<file path="config.mk">
export PLATFORM = sky130hd
export DESIGN_NAME = uart_tx_buffered
export DESIGN_NICKNAME = d
export VERILOG_FILES = /design/src/rtl/uart_pkg.sv /design/src/rtl/uart_sync_fifo.sv /design/src/rtl/uart_tx_buffered.sv
export SDC_FILE = /design/constraint.sdc
export NUM_CORES = 1
export LEC_CHECK = 0
export CAP_MARGIN = 20
export CORE_ASPECT_RATIO = 1.75
export CORE_MARGIN = 2
export CORE_UTILIZATION = 25
export CTS_CLUSTER_DIAMETER = 200
export CTS_CLUSTER_SIZE = 16
export DETAILED_ROUTE_END_ITERATION = 8
export SLEW_MARGIN = 20
export SYNTH_ARGS = -nofsm -noshare
export SYNTH_HDL_FRONTEND = slang
export SYNTH_SLANG_ARGS = --single-unit
</file>
<file path="constraint.sdc">
create_clock -name CLK -period 3.6 [get_ports CLK]
set_input_delay 0.72 -clock CLK [delete_from_list [all_inputs] [get_ports CLK]]
set_output_delay 0.72 -clock CLK [all_outputs]
set_load 0.03 [all_outputs]
</file>
<file path="src/rtl/uart_pkg.sv">
// Shared UART definitions: FSM state encoding, frame constants and the parity helper.
// UART_TX_PARITY_EN adds the PARITY state used by the 8E1 frame format.
package uart_pkg;

  localparam int   UART_DATA_BITS       = 8;
  localparam logic UART_IDLE_LEVEL      = 1'b1;
  localparam int   UART_CLK_PER_BIT_DEF = 5208;

  typedef enum logic [2:0] {
    ST_IDLE   = 3'd0,
    ST_START  = 3'd1,
    ST_DATA   = 3'd2,
`ifdef UART_TX_PARITY_EN
    ST_PARITY = 3'd4,
`endif
    ST_STOP   = 3'd3
  } uart_state_e;

  function automatic logic even_parity(input logic [UART_DATA_BITS-1:0] data);
    return ^data;
  endfunction

endpackage

</file>
<file path="src/rtl/uart_sync_fifo.sv">
// Single-clock FIFO with occupancy count; pushes when full and pops when empty are ignored.
// DEPTH must be a power of two so the pointers wrap naturally.
module uart_sync_fifo #(
  parameter int WIDTH      = 8,
  parameter int DEPTH      = 16,
  parameter int ADDR_WIDTH = 4
) (
  input  logic                  clk,
  input  logic                  rst_n,
  input  logic                  push,
  input  logic                  pop,
  input  logic [WIDTH-1:0]      wdata,
  output logic [WIDTH-1:0]      rdata,
  output logic                  full,
  output logic                  empty,
  output logic [ADDR_WIDTH:0]   count
);

  localparam logic [ADDR_WIDTH:0] DEPTH_C = (ADDR_WIDTH+1)'(DEPTH);

  logic [WIDTH-1:0]      mem_r [DEPTH];
  logic [ADDR_WIDTH-1:0] wr_ptr_r;
  logic [ADDR_WIDTH-1:0] rd_ptr_r;
  logic [ADDR_WIDTH:0]   count_r;
  logic                  push_ok_s;
  logic                  pop_ok_s;

  assign full      = (count_r == DEPTH_C);
  assign empty     = (count_r == {(ADDR_WIDTH+1){1'b0}});
  assign push_ok_s = push && !full;
  assign pop_ok_s  = pop && !empty;
  assign rdata     = mem_r[rd_ptr_r];
  assign count     = count_r;

  // Storage array, written on accepted pushes only
  always_ff @(posedge clk) begin
    if (push_ok_s) begin
      mem_r[wr_ptr_r] <= wdata;
    end
  end

  // Pointers and occupancy; simultaneous push and pop leave count unchanged
  always_ff @(posedge clk or negedge rst_n) begin
    if (!rst_n) begin
      wr_ptr_r <= {ADDR_WIDTH{1'b0}};
      rd_ptr_r <= {ADDR_WIDTH{1'b0}};
      count_r  <= {(ADDR_WIDTH+1){1'b0}};
    end else begin
      if (push_ok_s) begin
        wr_ptr_r <= wr_ptr_r + ADDR_WIDTH'(1);
      end
      if (pop_ok_s) begin
        rd_ptr_r <= rd_ptr_r + ADDR_WIDTH'(1);
      end
      case ({push_ok_s, pop_ok_s})
        2'b10:   count_r <= count_r + (ADDR_WIDTH+1)'(1);
        2'b01:   count_r <= count_r - (ADDR_WIDTH+1)'(1);
        default: count_r <= count_r;
      endcase
    end
  end

endmodule

</file>
<file path="src/rtl/uart_tx_buffered.sv">
// FIFO-buffered UART transmitter: queues bytes over valid/ready and sends 8N1 frames LSB first.
// Define UART_TX_PARITY_EN for 8E1 frames (even parity bit between data and stop).
module uart_tx_buffered
  import uart_pkg::*;
#(
  parameter int CLK_PER_BIT = UART_CLK_PER_BIT_DEF,
  parameter int FIFO_DEPTH  = 16,
  parameter int ADDR_WIDTH  = 4
) (
  input  logic                  CLK,
  input  logic                  RST_X,
  input  logic [7:0]            din,
  input  logic                  din_valid,
  output logic                  din_ready,
  output logic                  txd,
  output logic                  busy,
  output logic [ADDR_WIDTH:0]   count
);

  localparam int                  CNT_W      = $clog2(CLK_PER_BIT);
  localparam logic [CNT_W-1:0]    CNT_RELOAD = CNT_W'(CLK_PER_BIT - 1);
  localparam logic [ADDR_WIDTH:0] DEPTH_C    = (ADDR_WIDTH+1)'(FIFO_DEPTH);
  localparam logic [2:0]          LAST_BIT   = 3'(UART_DATA_BITS - 1);

  uart_state_e                state_r;
  logic [CNT_W-1:0]           bit_cnt_r;
  logic [2:0]                 bit_idx_r;
  logic [UART_DATA_BITS-1:0]  sreg_r;
  logic                       txd_r;
  logic                       din_ready_r;
  logic                       busy_r;
`ifdef UART_TX_PARITY_EN
  logic                       parity_r;
`endif

  logic [7:0]                 fifo_rdata_s;
  logic                       fifo_full_s;
  logic                       fifo_empty_s;
  logic [ADDR_WIDTH:0]        fifo_count_s;
  logic [ADDR_WIDTH:0]        count_next_s;
  logic                       bit_end_s;
  logic                       push_s;
  logic                       pop_s;
  logic                       stay_active_s;

  uart_sync_fifo #(
    .WIDTH      (UART_DATA_BITS),
    .DEPTH      (FIFO_DEPTH),
    .ADDR_WIDTH (ADDR_WIDTH)
  ) u_fifo (
    .clk   (CLK),
    .rst_n (RST_X),
    .push  (push_s),
    .pop   (pop_s),
    .wdata (din),
    .rdata (fifo_rdata_s),
    .full  (fifo_full_s),
    .empty (fifo_empty_s),
    .count (fifo_count_s)
  );

  // Handshake, pop decision and next-cycle occupancy
  always_comb begin
    bit_end_s     = (bit_cnt_r == {CNT_W{1'b0}});
    push_s        = din_valid && din_ready_r && !fifo_full_s;
    pop_s         = 1'b0;
    stay_active_s = 1'b0;
    if (state_r == ST_IDLE) begin
      pop_s = !fifo_empty_s;
    end else if ((state_r == ST_STOP) && bit_end_s) begin
      pop_s = !fifo_empty_s;
    end else begin
      stay_active_s = 1'b1;
    end
    count_next_s = fifo_count_s + (ADDR_WIDTH+1)'(push_s) - (ADDR_WIDTH+1)'(pop_s);
  end

  // Ready and busy are registered from next-cycle values so they line up with count and state
  always_ff @(posedge CLK or negedge RST_X) begin
    if (!RST_X) begin
      din_ready_r <= 1'b0;
      busy_r      <= 1'b0;
    end else begin
      din_ready_r <= (count_next_s < DEPTH_C);
      busy_r      <= stay_active_s || pop_s || (count_next_s != {(ADDR_WIDTH+1){1'b0}});
    end
  end

  // Serialiser FSM; every non-idle state lasts CLK_PER_BIT cycles via the down-counter
  always_ff @(posedge CLK or negedge RST_X) begin
    if (!RST_X) begin
      state_r   <= ST_IDLE;
      txd_r     <= UART_IDLE_LEVEL;
      bit_cnt_r <= {CNT_W{1'b0}};
      bit_idx_r <= 3'd0;
      sreg_r    <= {UART_DATA_BITS{1'b0}};
`ifdef UART_TX_PARITY_EN
      parity_r  <= 1'b0;
`endif
    end else begin
      case (state_r)
        ST_IDLE: begin
          txd_r <= UART_IDLE_LEVEL;
          if (pop_s) begin
            sreg_r    <= fifo_rdata_s;
`ifdef UART_TX_PARITY_EN
            parity_r  <= even_parity(fifo_rdata_s);
`endif
            txd_r     <= 1'b0;
            bit_cnt_r <= CNT_RELOAD;
            state_r   <= ST_START;
          end else begin
            state_r   <= ST_IDLE;
          end
        end
        ST_START: begin
          if (!bit_end_s) begin
            bit_cnt_r <= bit_cnt_r - CNT_W'(1);
          end else begin
            txd_r     <= sreg_r[0];
            sreg_r    <= sreg_r >> 1;
            bit_idx_r <= 3'd0;
            bit_cnt_r <= CNT_RELOAD;
            state_r   <= ST_DATA;
          end
        end
        ST_DATA: begin
          if (!bit_end_s) begin
            bit_cnt_r <= bit_cnt_r - CNT_W'(1);
          end else if (bit_idx_r != LAST_BIT) begin
            txd_r     <= sreg_r[0];
            sreg_r    <= sreg_r >> 1;
            bit_idx_r <= bit_idx_r + 3'd1;
            bit_cnt_r <= CNT_RELOAD;
          end else begin
            bit_cnt_r <= CNT_RELOAD;
`ifdef UART_TX_PARITY_EN
            txd_r     <= parity_r;
            state_r   <= ST_PARITY;
`else
            txd_r     <= UART_IDLE_LEVEL;
            state_r   <= ST_STOP;
`endif
          end
        end
`ifdef UART_TX_PARITY_EN
        ST_PARITY: begin
          if (!bit_end_s) begin
            bit_cnt_r <= bit_cnt_r - CNT_W'(1);
          end else begin
            txd_r     <= UART_IDLE_LEVEL;
            bit_cnt_r <= CNT_RELOAD;
            state_r   <= ST_STOP;
          end
        end
`endif
        ST_STOP: begin
          if (!bit_end_s) begin
            bit_cnt_r <= bit_cnt_r - CNT_W'(1);
          end else if (pop_s) begin
            // Next byte already queued: start bit follows the stop bit directly
            sreg_r    <= fifo_rdata_s;
`ifdef UART_TX_PARITY_EN
            parity_r  <= even_parity(fifo_rdata_s);
`endif
            txd_r     <= 1'b0;
            bit_cnt_r <= CNT_RELOAD;
            state_r   <= ST_START;
          end else begin
            txd_r     <= UART_IDLE_LEVEL;
            state_r   <= ST_IDLE;
          end
        end
        default: begin
          txd_r     <= UART_IDLE_LEVEL;
          bit_cnt_r <= {CNT_W{1'b0}};
          state_r   <= ST_IDLE;
        end
      endcase
    end
  end

  assign din_ready = din_ready_r;
  assign txd       = txd_r;
  assign busy      = busy_r;
  assign count     = fifo_count_s;

endmodule

</file>
== Word level (Yosys, flattened, before mapping) ==
Memories as Yosys holds them, arrays and structs flattened.
Cells that the tools add are included.

* Order comparisons: 1
* Reduce and logical (&&, ||, !) cells: 21
* $add $sub $neg: 8
* Mux-type cells: 33
* Equal/unequal tests: 12

{| class="wikitable"
|+ Operator list
! operator !! number
|-
| 8-bit two-way mux || 5
|-
| 13-bit two-way mux || 3
|-
| 13-bit case mux with 3 select lines || 1
|-
| 8-bit case mux with 4 select lines || 1
|-
| 3-bit two-way mux || 7
|-
| 13-bit logical NOT || 1
|-
| 13-bit by 1-bit subtractor with 13-bit output, second input constant || 1
|-
| 1-bit two-way mux || 12
|-
| 3-bit case mux with 4 select lines || 1
|-
| 2-bit != test, second input constant || 5
|-
| 5-bit case mux with 2 select lines || 1
|-
| 4-bit by 1-bit adder with 4-bit output, second input constant || 2
|-
| 4-bit AND reduction || 2
|-
| 3-bit by 2-bit == test with 1-bit output, second input constant || 2
|-
| 3-bit case mux with 2 select lines || 1
|-
| 5-bit by 1-bit adder with 5-bit output || 1
|-
| 5-bit by 1-bit adder with 5-bit output, second input constant || 1
|-
| 5-bit == test, second input constant || 1
|-
| 1-bit logical AND || 5
|-
| 5-bit logical NOT || 1
|-
| 5-bit less-than comparator, second input constant || 1
|-
| 5-bit AND reduction || 1
|-
| 5-bit nonzero test || 1
|-
| 5-bit by 1-bit subtractor with 5-bit output || 1
|-
| other kinds (14) || 17
|}

* Memory bits (writable): 128
* Register bits after elaboration: 43
* Logic and storage cells: 86
* Output and inout port bits: 8
* Memories: 1
* Input bits: 11

{| class="wikitable"
|+ Memories
! memory !! words !! bits a word !! rd ports !! clocked after Yosys merged registers in !! write ports !! line !! text
|-
| u_fifo.mem_r || 16 || 8 || 1 || 0 || 1 || uart_sync_fifo.sv:21 || <nowiki>logic [WIDTH-1:0] mem_r [DEPTH];</nowiki>
|}

== Logic depth before layout (Yosys ltp) ==
Gate-level depths: netlist of run 1.

* Depth after elaboration: 7
* Depth in mapped cells: 17
* Mapped depth without buffers: 16

== Modules after synthesis ==
A second synthesis of run 1 with hierarchy kept.

* Cells, all modules: 565
* Area, all modules: 7838.8 um2

{| class="wikitable"
|+ By module, submodules not included
! module !! times used !! seq. area each (um2) !! area an instance (um2) !! cells each
|-
| uart_sync_fifo || 1 || 4169.0 || 5779.3 || 332
|-
| uart_tx_buffered || 1 || 726.9 || 2059.5 || 233
|}

== Least setup slack after synthesis of run 1 ==
No wires, ideal clock.

* Path kind: register to register
* Start point: reg u_fifo.count_r[3], in the netlist u_fifo.count[3]
* End point: reg busy_r, in the netlist busy
* Data required time: 3.466 ns
* Period minus slack after synthesis: 2.946 ns
* Library setup time: 0.134 ns
* Path slack: 0.654 ns
* Path buffers: 1
* Arrival time: 2.812 ns
* Cell stages (with the launch flop): 18
* Cell sequence: dfrtp_1 inv_1 ha_1 nand2b_1 or3_1 buf_2 nand2_2 inv_1 ha_1 inv_1 ha_1 inv_1 fa_1 inv_1 a21oi_1 o21bai_1 xnor2_1 nand4_1

* Cells in the longest elaborated chain, start to end: 7
* Elaborated cells between the ends (all ways): 12
* Those cells by class: 2 x add/sub; 1 x eq/ne; 2 x mux; 7 x reduce/logical

{| class="wikitable"
|+ RTL lines
! what !! line !! text
|-
| from (decl) || uart_sync_fifo.sv:24 || <nowiki>logic [ADDR_WIDTH:0] count_r;</nowiki>
|-
| from (signal assigned) || uart_sync_fifo.sv:47 || <nowiki>count_r <= {(ADDR_WIDTH+1){1'b0}};</nowiki>
|-
| from (signal assigned) || uart_sync_fifo.sv:56 || <nowiki>2'b10: count_r <= count_r + (ADDR_WIDTH+1)'(1);</nowiki>
|-
| from (signal assigned) || uart_sync_fifo.sv:57 || <nowiki>2'b01: count_r <= count_r - (ADDR_WIDTH+1)'(1);</nowiki>
|-
| 5-bit == test / 5-bit logical NOT (equally long branches) || uart_sync_fifo.sv:28, uart_sync_fifo.sv:29 ||
|-
| 1-bit logical NOT (on tied branches) || uart_tx_buffered.sv:65, uart_tx_buffered.sv:69, uart_tx_buffered.sv:71 ||
|-
| 1-bit logical AND / 1-bit two-way mux (equally long branches) || uart_tx_buffered.sv:65, uart_tx_buffered.sv:70 ||
|-
| 5-bit by 1-bit adder with 5-bit output / 1-bit two-way mux (equally long branches) || uart_tx_buffered.sv:75, uart_tx_buffered.sv:68 ||
|-
| 5-bit by 1-bit subtractor with 5-bit output || uart_tx_buffered.sv:75 || <nowiki>count_next_s = fifo_count_s + (ADDR_WIDTH+1)'(push_s) - (ADDR_WIDTH+1)'(pop_s);</nowiki>
|-
| 5-bit nonzero test || uart_tx_buffered.sv:85 || <nowiki>busy_r <= stay_active_s || pop_s || (count_next_s != {(ADDR_WIDTH+1){1'b0}});</nowiki>
|-
| 1-bit logical OR (*) || uart_tx_buffered.sv:85 ||
|-
| to (signal assigned) || uart_tx_buffered.sv:85 ||
|-
| to (decl) || uart_tx_buffered.sv:31 || <nowiki>logic busy_r;</nowiki>
|}

Every way passes the cells marked *; elsewhere a longest branch is shown, timed or not.
A chain may end at the register's enable or synchronous reset.

== Worst setup path after layout of run 1 ==
* Start point: reg u_fifo.count_r[2], in the netlist u_fifo.count[2]
* End point: reg u_fifo.count_r[4], in the netlist u_fifo.count[4]

* Cells in the longest elaborated chain, start to end: 7
* Elaborated cells between the ends (all ways): 15
* Those cells by class: 2 x add/sub; 3 x eq/ne; 3 x mux; 7 x reduce/logical

{| class="wikitable"
|+ RTL lines
! what !! line !! text
|-
| 5-bit logical NOT (*) || uart_sync_fifo.sv:29 || <nowiki>assign empty = (count_r == {(ADDR_WIDTH+1){1'b0}});</nowiki>
|-
| 1-bit logical NOT (*) || uart_sync_fifo.sv:31, uart_tx_buffered.sv:69, uart_tx_buffered.sv:71 ||
|-
| 1-bit two-way mux || uart_tx_buffered.sv:70 || <nowiki>end else if ((state_r == ST_STOP) && bit_end_s) begin</nowiki>
|-
| 1-bit two-way mux || uart_tx_buffered.sv:68 || <nowiki>if (state_r == ST_IDLE) begin</nowiki>
|-
| 1-bit logical AND (*) || uart_sync_fifo.sv:31 || <nowiki>assign pop_ok_s = pop && !empty;</nowiki>
|-
| named net u_fifo.pop_ok_s || uart_sync_fifo.sv:26 || <nowiki>logic pop_ok_s;</nowiki>
|-
| 2-bit by 1-bit == test with 1-bit output / 2-bit == test (equally long branches) || uart_sync_fifo.sv:55 || <nowiki>case ({push_ok_s, pop_ok_s})</nowiki>
|-
| 5-bit case mux with 2 select lines / 2-bit nonzero test (equally long branches) || -- ||
|}

The timed path passes the listed nets; every way through them passes the cells marked *.

==> results of run 1 <==
worst min-delay path by stage:
stage                         start            to  slack [ps]  cells past startpoint
after detailed placement  sreg_r[6]     sreg_r[6]         500                      1
after global routing          RST_X     din_ready         320                      1
after floorplan               RST_X  bit_cnt_r[0]         420                      0
after global placement    sreg_r[1]     sreg_r[1]         500                      1
after CTS                     RST_X          busy         300                      1
final                         RST_X     din_ready         290                      1
per-stage QoR:
stage | instance area [um2] | setup WS (ps) | power (W)
after floorplan | 7780 | 654 | 0.00525
after global routing | 9110 | 92.4 | 0.00838
after global placement | 8510 | 459 | 0.00604
final | 9110 | 428 | 0.00783
after CTS | 9110 | 402 | 0.00793
after detailed placement | 8510 | 427 | 0.00607
worst max-delay path: cells and delay by family, from the launching register on:
family | cells | cell delay (ps)
fa+ha+maj | 3 | 810
xor+xnor | 1 | 160
simple gates | 5 | 1060
compound gates | 2 | 300
buf+inv | 2 | 330
flops | 1 | 430
routing by layer:
metal	track usage (%)	part of all wire (%)	vias up
li1	-	-	2153
met1	9.42	35	2184
met2	21.2	60	50
met3	1.75	1.5	27
met4	5.69	3.0	0
met5	0	0	-
cells by family after synthesis:
kind of cell	after synthesis	synth area share (%)
adders and majority gates	26	4.38
xor gates and xnor gates	15	1.69
muxes	57	10.5
DFF	170	63.0
buffers and inverters	45	2.88
and+or+nand+nor	134	9.25
AOI/OAI and AO/OA	96	8.33
report_power, final:
| group | total (W) | switching [W] | internal (W) |
|---|---|---|---|
| sequential | 0.00285 | 0.000408 | 0.00244 |
| clock | 0.00184 | 0.000750 | 0.00109 |
| combinational | 0.00314 | 0.00171 | 0.00143 |
cell usage in the layout, fill, tap and decap left out, types with 13 or more instances in the layout:
cell type / count
nor3_1: 13
inv_1: 19
a21oi_1: 22
mux2i_1: 31
nand2_1: 35
clkbuf_16: 17
clkdlybuf4s50_1: 17
mux4_2: 18
nor2_1: 26
buf_4: 29
o21ai_0: 23
dfrtp_1: 39
edfxtp_1: 128
ha_1: 24
nand3_1: 17
state kept, by name (all words and copies together) (netlist names):
| signal | cells |
|---|---|
| din_ready | 1 |
| txd | 1 |
| sreg_r | 8 |
| busy | 1 |
| u_fifo.rd_ptr_r | 4 |
| u_fifo.mem_r | 128 |
| u_fifo.count | 5 |
| state_r | 2 |
| u_fifo.wr_ptr_r | 4 |
| bit_idx_r | 3 |
| bit_cnt_r | 13 |
cell type report:
cell class	instances	area, um2
Clock buffer	18	429
Sequential cell	170	4900
Inverter	20	75.1
Tap cell	391	489
Fill cell	2974	21600
Clock inverter	14	170
Multi-Input combinational cell	328	2660
Timing Repair Buffer	47	393
==> results.ini, run 1 <==
[worst_setup_path]
crit_path_end = u_fifo.count[4]
cp.arrival_ps = 3530
crit_type = flip-flop to flip-flop
crit_chain = inv_1 > ha_1 > nand2b_1 > or3_1 > nand2_2 > clkinv_1 > ha_1 > ha_1 > nor2b_1 > o21ai_0 > a21oi_1 > nor3_1 > xor2_1
cp_max_fo = 8
startpoint_type = flip-flop
critPathSlowestCell = or3_1
crit_top_cell = ha_1
reg2reg_from = u_fifo.count[2]
critPathLaunch = u_fifo.count[2]
endpoint_kind = flip-flop
r2r_slack_ps = 430
rr_worst_depth = 13
worstPathRequired_ps = 3960
critical-path-max-stage-delay_ps = 440
rr_endpoint = u_fifo.count[4]

[global_route]
grt_pass1_wl_um = 25200
grt_pass1_vias = 4603
grt_overflow = 0
grt_usage_pct = 10.5
grt_max_degree = 25
antenna_found_initial = 0

[cells_and_area]
finalNonFillerCells = 988
layout.nets = 621
antenna_cells = 0
drive_gt1_share_pct = 17.6
utilization_pct = 29.6
area_growth_pct = 17.2

[synth]
synth-seq-area-share_pct = 63.0
syn-mean-instance-area_um2 = 14.3
ys_seq_elements = 170
async_flop_share_pct = 24.7
post_synth_num_cell_types = 71
yosys.cell_count.top_type = edfxtp_1
synth-edff-count = 128
syn-cell-area_um2 = 7780
synthFlopType = edfxtp_1
synthTopCellsByCount = 128 x edfxtp_1, 41 x dfrtp_1, 35 x nand2_1
synth_top_area_share_pct = 49.4
ys_warn_count = 0
synth.largest_area_cell = edfxtp_1
syn_inst = 543
synth_fp_nets = 580
ys_top_cells_by_area = edfxtp_1 49%, dfrtp_1 13%, mux4_2 5.2%

[route]
wl_um = 15900
wl_per_cell_um = 16.1
drcViolationCount = 0
routed_via_density = 4.47
final_antenna_net_count = 0
drtIter0Drc = 278
drt_pre_antenna_iters = 4
vias = 4414

[power_and_ir_drop]
cellLeakagePower_nw = 3.25
power_density_nw_per_um2 = 859
irDropWorstVdd_mv = 0.395

[flow_run]
maxCapViolCount = 0

[clocking]
cts_buffers = 17
max-clock-path-buffers = 2
post_cts_buffers = 0
holdBufCountCts = 0
insertion_delay_ps = 430
cts_root_buf = clkbuf_16
h-tree-depth = 4
cts.sink_count = 170
cts_resized = 0
cts_tree = built
path_clk_slew_ps = 70

[placed_design]
hpwlAfterDp_um = 11600
gp_congestion = 0.849
placed_cells = 956
port_buffers = 18

[timing]
clock_skew_ps = 8.92
finalHoldViolations = 0
setup_violations = 0
rsz0062_at_grt = no
whs_ps = 289
maxSlewViolCount = 0
maxSlewHeadroom_pct = 53.9
layout_worst_path_cycle_share_pct = 88.1
max_freq_ghz = 0.315
min_period_ps = 3170
fin_tns_setup_ps = 0
max_slew.worst_pin.slew_ps = 691

[floorplan]
die_area_um2 = 32600
start_util_pct = 25.3
rows = 85
die_y_um = 237
io_pins = 19
coreArea_um2 = 30700
die_w_um = 137

[worst_hold_path]
hp-class = input pin to async pin

[status]
status = completed

Note: power is estimated with default switching activity, not from simulation.
==> inputs of run 2 (changes only) <==
==> constraint.sdc (replaced) <==
create_clock -name CLK -period 2.6 [get_ports CLK]
set_input_delay 0.52 -clock CLK [delete_from_list [all_inputs] [get_ports CLK]]
set_output_delay 0.52 -clock CLK [all_outputs]
set_load 0.03 [all_outputs]
==> results.ini, run 2 (same netlist as run 1, synthesis figures left out) <==
[status]
status = finished, violations left
violations = negative setup slack

[timing]
rsz0062_at_grt = yes
fin_tns_setup_ps = -40.5  ; -40.5 ps
setup_violations = 1  ; +1
max_slew.worst_pin.slew_ps = 728  ; +36.6 ps
setup_ws_ps = -40.5  ; -468 ps
maxSlewViolCount = 0  ; unchanged
max_freq_ghz = 0.379  ; +20%
whs_ps = 75.1  ; -214 ps
clock_skew_ps = 10.6  ; +1.73 ps
finalHoldViolations = 0  ; unchanged
maxSlewHeadroom_pct = 51.5  ; -2.4 points
layout_worst_path_cycle_share_pct = 102  ; +13 points
min_period_ps = 2640  ; -532 ps

[clocking]
cts_root_buf = clkbuf_16
insertion_delay_ps = 450  ; +20 ps
h-tree-depth = 4  ; unchanged
max-clock-path-buffers = 2  ; unchanged
path_clk_slew_ps = 70  ; about the same
cts.sink_count = 170  ; unchanged
cts_tree = built
cts_buffers = 17  ; unchanged
holdBufCountCts = 0  ; unchanged

[cells_and_area]
largest_reg_flops = 128  ; unchanged
final_common_cell = edfxtp_1
reg.largest.list = u_fifo.mem_r: 128 flops, bit_cnt_r: 13 flops, sreg_r: 8 flops
post-route-cell-area_um2 = 9640  ; +5.8%
drive_gt1_share_pct = 28.5  ; +11 points
top_register = u_fifo.mem_r
antenna_cells = 0  ; unchanged
area_growth_pct = 24.0
layout.nets = 673  ; +8.4%
final_cell_mix = 128 x edfxtp_1, 78 x buf_4, 36 x dfrtp_1

[global_route]
grt_max_degree = 25  ; unchanged
grt_overflow = 0  ; unchanged
grt_pass1_vias = 5118  ; +11%
grt_pass1_wl_um = 27000  ; +7.2%
grt_usage_pct = 11.2  ; +0.69 points
antenna_found_initial = 0  ; unchanged

[worst_setup_path]
cp_max_fo = 2  ; -6
endpoint_kind = flip-flop
cp.arrival_ps = 2960  ; -570 ps
worstPathRequired_ps = 2920  ; -1040 ps
crit_family = adder cells
startpoint_type = flip-flop
crit_chain = inv_2 > ha_4 > nor4b_4 > a41o_4 > nand2_8 > inv_4 > ha_4 > inv_2 > ha_4 > inv_2 > fa_2 > inv_2 > a21oi_2 > o21bai_1 > xnor2_1 > nand4_1
r2r_slack_ps = -40  ; -470 ps
critPathSlowestCell = dfrtp_1
crit_top_cell = inv_2
rr_worst_depth = 16  ; +3
rr_endpoint = busy
reg2reg_from = bit_cnt_r[0]
path_buf_inv = 5  ; +3
critical-path-max-stage-delay_ps = 390  ; -50 ps
crit_type = flip-flop to flip-flop

[route]
routed_via_density = 4.54  ; +1.7%
wl_per_cell_um = 16.3  ; +0.92%
wl_um = 16900  ; +6.1%
drt_pre_antenna_iters = 4  ; unchanged
vias = 4719  ; +6.9%
drcViolationCount = 0  ; unchanged
drtIter0Drc = 287  ; +3.2%
final_antenna_net_count = 0  ; unchanged

[floorplan]
io_pins = 19  ; unchanged
die_y_um = 237  ; unchanged
start_util_pct = 25.3  ; unchanged
die_area_um2 = 32600  ; unchanged
rows = 85  ; unchanged
coreArea_um2 = 30700  ; unchanged
die_w_um = 137  ; unchanged

[placed_design]
pre_cts_ws_ps = -130  ; -558 ps
hpwlAfterDp_um = 12400  ; +6.9%
gp_congestion = 0.802  ; -5.5%
port_buffers = 18  ; unchanged
place_area_um2 = 8910  ; +4.6%

[power_and_ir_drop]
cellLeakagePower_nw = 3.50  ; +7.6%
power_density_nw_per_um2 = 1220  ; +43%
irDropWorstVdd_mv = 0.611  ; +55%

[worst_hold_path]
hp-class = input pin to async pin

[flow_run]
maxCapViolCount = 0  ; unchanged

run 2: worst register-to-register path, cell delays in order (launching register included):
cell and delay (ps):
dfrtp_1 390, inv_2 80, ha_4 120, nor4b_4 250
a41o_4 300, nand2_8 60, inv_4 50, ha_4 180
inv_2 50, ha_4 120, inv_2 30, fa_2 350
inv_2 60, a21oi_2 40, o21bai_1 170, xnor2_1 160
nand4_1 110
run 2: how the worst max path moves through the flow:
stage	from	end	slack, ps	cells past startpoint
floorplan	u_fifo.count[3]	busy	-180	17
global placement	u_fifo.count[3]	busy	-100	16
detailed placement	u_fifo.count[3]	busy	-130	16
CTS	bit_cnt_r[1]	u_fifo.count[4]	-90	15
global route	bit_cnt_r[0]	busy	-220	16
finish	bit_cnt_r[0]	busy	-40	16
run 2: power breakdown:
part / switching [W] / internal, W
logic: 0.00279 / 0.00272
clock network: 0.00107 / 0.00142
registers: 0.000427 / 0.00338
total: 0.00429 / 0.00751
run 2: layout make-up:
class,count,area (um2)
clock buffers,18,429
clock inverters,13,144
fillers,2951,21100
inverters,20,85.1
multi-input cells,328,2790
flip-flops and latches,170,4900
well taps,391,489
repair buffers,99,803
run 2: metrics by stage:
| step | power (W) | cells | utilization (%) |
|---|---|---|---|
| 6_report | 0.0118 | 1039 | 31.4 |
| 5_1_grt | 0.0126 | 1039 | 31.4 |
| 4_1_cts | 0.0118 | 1035 | 31.2 |
| 3_5_place_dp | 0.00915 | 995 | 29.0 |
| 3_3_place_gp | 0.00906 | 995 | 29.0 |
| 2_1_floorplan | 0.00743 | 543 | - |
run 2: repair_timing:
action,CTS,global route
setup buffers,9,4
pin swaps,9,15
gates resized for setup,11,8
setup endpoints to repair,4,5
run 2: routing by layer:
metal | wire [um] | track usage, % | part of all wire (%) | vias to the layer above
met5 | 0 | 0 | 0 | -
met3 | 357 | 2.20 | 2.1 | 37
met2 | 10600 | 23.1 | 63 | 73
met1 | 5440 | 9.55 | 32 | 2352
li1 | - | - | - | 2257
met4 | 529 | 5.65 | 3.1 | 0
==> inputs of run 3 (changes only) <==
--- a/config.mk
+++ b/config.mk
@@ -5,7 +5,7 @@
 export SDC_FILE = /design/constraint.sdc
 export NUM_CORES = 1
 export LEC_CHECK = 0
-export CAP_MARGIN = 20
+export CAP_MARGIN = 10
 export CORE_ASPECT_RATIO = 1.75
 export CORE_MARGIN = 2
 export CORE_UTILIZATION = 25
==> results of run 3 <==
No change in the layout: final DEF, timing and power equal those of run 2.
